$ cat src/rtl/uart_tx_arbiter.sv
// Round-robin arbiter that shares one UART transmitter among N byte producers.
// The winner's byte is latched when it is granted. The arbiter then follows the
// transmitter's tx_done handshake through the frame and ends with a one-cycle
// ack to the owner. err accompanies ack when tx_start timed out.
module uart_tx_arbiter #(
  parameter int unsigned N             = 4,
  parameter int unsigned START_TIMEOUT = 255
) (
  input  logic           clk,
  input  logic           rst,
  input  logic [N-1:0]   req,
  input  logic [8*N-1:0] data,
  output logic [N-1:0]   ack,
  output logic           err,
  output logic [N-1:0]   grant,
  output logic           busy,
  output logic           tx_start,
  output logic [7:0]     tx_data,
  input  logic           tx_done
);

  localparam int unsigned IW = (N > 1) ? $clog2(N) : 1;
  // Last counter value before tx_start has been high for START_TIMEOUT cycles
  localparam logic [15:0] CntLast = 16'(START_TIMEOUT - 1);

  typedef enum logic [1:0] {
    StIdle,
    StStart,
    StWaitDone,
    StAck
  } state_e;

  state_e        state;
  logic [IW-1:0] ptr;
  logic [IW-1:0] owner;
  logic [15:0]   cnt;
  logic          abort;

  logic          found;
  logic [IW-1:0] win;
  logic [N-1:0]  win_oh;
  logic [N-1:0]  owner_oh;
  logic [7:0]    win_byte;
  logic [IW-1:0] ptr_next;

  // Rotating priority scan: first set req bit at or after ptr, wrapping mod N
  always_comb begin
    int unsigned idx;
    found = 1'b0;
    win   = '0;
    for (int unsigned k = 0; k < N; k++) begin
      idx = 32'(ptr) + k;
      if (idx >= N) idx = idx - N;
      if (!found && req[IW'(idx)]) begin
        found = 1'b1;
        win   = IW'(idx);
      end
    end
  end

  // One-hot forms, selected byte and the post-transfer pointer
  always_comb begin
    win_oh   = N'(1) << win;
    owner_oh = N'(1) << owner;
    win_byte = data[{win, 3'b000} +: 8];
    ptr_next = (owner == IW'(N - 1)) ? '0 : owner + 1'b1;
  end

  // Transfer FSM with registered outputs
  always_ff @(posedge clk or posedge rst) begin
    if (rst) begin
      state    <= StIdle;
      ptr      <= '0;
      owner    <= '0;
      cnt      <= '0;
      abort    <= 1'b0;
      ack      <= '0;
      err      <= 1'b0;
      grant    <= '0;
      busy     <= 1'b0;
      tx_start <= 1'b0;
      tx_data  <= 8'h00;
    end else begin
      // ack/err are single-cycle pulses, raised only on entry to StAck
      ack <= '0;
      err <= 1'b0;
      unique case (state)
        StIdle: begin
          // A low tx_done means the transmitter is still busy, so nothing is granted
          if (tx_done && found) begin
            owner    <= win;
            tx_data  <= win_byte;
            grant    <= win_oh;
            busy     <= 1'b1;
            tx_start <= 1'b1;
            cnt      <= '0;
            state    <= StStart;
          end
        end
        StStart: begin
          cnt <= cnt + 16'd1;
          if (!tx_done) begin
            tx_start <= 1'b0;
            state    <= StWaitDone;
          end else if (cnt == CntLast) begin
            tx_start <= 1'b0;
            abort    <= 1'b1;
            ack      <= owner_oh;
            err      <= 1'b1;
            state    <= StAck;
          end
        end
        StWaitDone: begin
          // Frame length is fixed by the baud rate, so this wait has no timeout
          if (tx_done) begin
            ack   <= owner_oh;
            err   <= abort;
            state <= StAck;
          end
        end
        StAck: begin
          grant <= '0;
          busy  <= 1'b0;
          abort <= 1'b0;
          ptr   <= ptr_next;
          state <= StIdle;
        end
        default: state <= StIdle;
      endcase
    end
  end

endmodule
$ cat config.mk
export PLATFORM = sky130hd
export DESIGN_NAME = uart_tx_arbiter
export DESIGN_NICKNAME = d
export VERILOG_FILES = /design/src/rtl/uart_tx_arbiter.sv
export SDC_FILE = /design/constraint.sdc
export NUM_CORES = 1
export LEC_CHECK = 0
export ABC_AREA = 1
export CAP_MARGIN = 5
export CORE_MARGIN = 10
export CORE_UTILIZATION = 40
export CTS_CLUSTER_SIZE = 30
export DETAILED_ROUTE_END_ITERATION = 10
export PLACE_DENSITY_LB_ADDON = 0.3
export SLEW_MARGIN = 20
export SYNTH_ARGS = -nofsm -noshare
export SYNTH_HDL_FRONTEND = slang
export SYNTH_SLANG_ARGS = --single-unit
export TNS_END_PERCENT = 1
$ cat constraint.sdc
create_clock -name clk -period 3.7 [get_ports clk]
set_input_delay 0.37 -clock clk [delete_from_list [all_inputs] [get_ports clk]]
set_output_delay 0.37 -clock clk [all_outputs]
set_load 0.1 [all_outputs]
==> results.cfg <==
[timing]
relSlewSlack = 0.3175
timing.final.max_slew_violations = 0
final-hold-violation-count = 0
period_needed_ns = 2.404
achievable-frequency_mhz = 416.0
worst_slew_pin_slew_ns = 1.021
rsz_0062_raised_after_global_routing = false
final-setup-viol-count = 0
setup_total_negative_slack_ns = 0
skew_ns = 0.005778
post-route-period-util = 0.6497

[clock_tree]
cts_root_buf = clkbuf_8
h-tree-depth = 2
cts_num_sinks = 42
cts_tree = done
holdBufCountCts = 0
tritoncts_buffer_count = 5
cts.repair_timing.setup_buffer_count = 0
clock_path_buffers = 2
worst_skew_pair.late_latency_ns = 0.29
cts_repair_resize_count = 0
clkTransAtPathRegs_ns = 0.08

[final_layout]
nets = 497
area_growth_syn_to_layout_pct = 25.93
drive_above_1_share = 0.06264
finish.cell_count_without_fillers = 527
antenna-diode-count = 0
final_core_utilization = 0.5180
num-fill-cells = 658

[logic_synthesis]
post_synth.cell_area_avg_um2 = 7.089
yosysWarningCount = 0
postSynthRegisterBits = 42
post_synth_inst_count = 392
seq_area_frac_synth = 0.3782
synthesis.nets = 442
synth_cell_types = 32
synthesis.area_um2 = 2779

[die]
full_die_area_um2 = 10680
rows = 30
floorplan.core_area_um2 = 6756
floorplan.die.height_um = 103.4
floorplan.initialDensity = 0.4113
io-pin-count = 58
die_width_um = 103.4

[setup_path]
cp.buffers_inverters = 2
cp_common_cell = nand2_1
setup.worst_path.end_class = flop
critPathLaunchType = flop
critical_path.max_stage_delay_ns = 0.57
worst_ep_required_time_ns = 3.89
crit_path_cell_trace = inv_4, nand2_1, nand2_1, nand2_1, nand2_2, a31oi_1, nand2_1, nor2_2, clkinv_1, nand2_1, nand2_1, nand2_1, nand2_1
cp_slowest_cell = dfrtp_1
crit_fanout = 12
critical_path_arrival_ns = 2.59
crit_type = reg2reg
reg2reg_slack_ns = 1.30
critical-path-top-delay-family = simple AND/OR/NAND/NOR gates

[placement]
dpl.hpwl_um = 5222
finalWeightedCongestion = 0.8879
dp_cells = 520
number_of_i_o_port_buffers = 57

[grt]
grt_pass1_wl_um = 11470
grt_start_max_net_pins = 43
number_of_global_route_vias_before_repair = 2467
grt_overflow = 0
initial_antenna_violation_count = 0
track_usage = 0.1317

[detailed_routing]
detailedRoute.firstIterationViolations = 90
postRouteWirelength_um = 6803
drcViolationCount = 0
detail-route-antenna-nets = 0
route.vias.total = 2621
route.detailed.vias_per_inst = 4.973
wl_per_cell_um = 12.91
dr.pass1.iters = 4

[status]
result_of_the_run = completed

[power]
p_leak_nw = 1.753
pwr_density_cell_nw_per_um2 = 860.4
vdd_ir_drop_max_mv = 0.4868

[hold_path]
worst_hold_path_type = reg2reg

[flow_run]
maxCapViolations = 0
[layer usage]
layer,GRT usage,up-vias,part of all wire
li1,-,1356,-
met1,0.1749,1181,0.48
met2,0.2047,76,0.42
met3,0.03787,8,0.090
met4,0.03422,0,0.0097
met5,0,-,0
[cells in the mapped netlist (all sizes together)]
library cell  number  area share
a31oi              1      0.0023
a21oi              4      0.0086
or2                1      0.0023
nor2              27       0.041
o21bai             2      0.0054
nand3             21       0.050
xor2               8       0.025
buf               10       0.025
nor4               2      0.0045
nor3               6       0.011
o22ai              4      0.0090
nand4             18       0.041
dfrtp             42        0.38
nor4b              1      0.0032
ha                11       0.050
o21ai             20       0.036
nand2            163        0.23
o31ai              4       0.018
clkinv             1      0.0013
inv               46       0.063
[per-stage QoR]
step           hold slack (ns)  setup WS, ns  power, mW  area [um^2]
6_report                0.4866         1.296      3.011         3500
4_1_cts                 0.4871         1.281      3.040         3500
5_1_grt                 0.5163        0.9471      3.304         3500
3_3_place_gp            0.4693         1.187      2.643         3387
3_5_place_dp            0.4683         1.085      2.659         3387
2_1_floorplan           0.4667         1.946      2.299         2779
[cells by family after synthesis]
family	share of synthesized area
XOR/XNOR	0.02521
AO/OA/AOI/OAI	0.07924
adder cells (fa/ha/maj)	0.04953
buffers and inverters	0.08960
AND/OR/NAND/NOR	0.3782
flip-flops	0.3782
[worst register-to-register path, cell delays in order (launching register included)]
cell,delay [ns]
dfrtp_1,0.57
inv_4,0.12
nand2_1,0.08
nand2_1,0.10
nand2_1,0.10
nand2_2,0.07
a31oi_1,0.13
nand2_1,0.08
nor2_2,0.35
clkinv_1,0.37
nand2_1,0.15
nand2_1,0.07
nand2_1,0.06
nand2_1,0.05
[registers in the layout, indices dropped and copies added (netlist names), 2 cells and up]
register / cells
ack: 4
owner: 2
tx_data: 8
cnt: 16
ptr: 2
state: 2
grant: 4
[cell type report]
class / count / area (um^2) / share of cell area
inverter: 47 / 178.9 / 0.05113
clock buffer: 6 / 82.58 / 0.02360
tap: 80 / 100.1 / 0.02860
timing repair buffer: 58 / 578.1 / 0.1652
clock inverter: 1 / 30.03 / 0.008581
sequential: 42 / 1051 / 0.3003
multi-input combinational: 293 / 1479 / 0.4226
[worst paths after layout]
path | from | to | depth (start not counted)
worst max register to register | ptr[0] | tx_data[4] | 13
worst min register to register | tx_data[0] | tx_data[0] | 2
min in group asynchronous | rst | state[0] | 3
worst min-delay path | tx_data[0] | tx_data[0] | 2
worst max-delay path | ptr[0] | tx_data[4] | 13
max in group asynchronous | rst | ack[0] | 3
[power breakdown]
part,internal (mW),leakage [nW],switching (mW)
registers,0.576,0.559,0.0949
clock network,0.216,0.0573,0.153
logic,0.536,1.14,1.43
total,1.33,1.75,1.68
[cells in the final DEF, fill, tap and decap left out, types with 4 or more instances in the layout]
cell             count
o22ai_1              4
o31ai_2              4
ha_1                11
nand4_1             18
o21ai_0             15
clkdlybuf4s50_1     57
nand3_1             17
xor2_1               8
inv_1               43
clkbuf_8             6
nor3_1               6
nand2_1            159
nor2_1              24
dfrtp_1             42
o21ai_1              5
(Power assumes the default switching activity.)
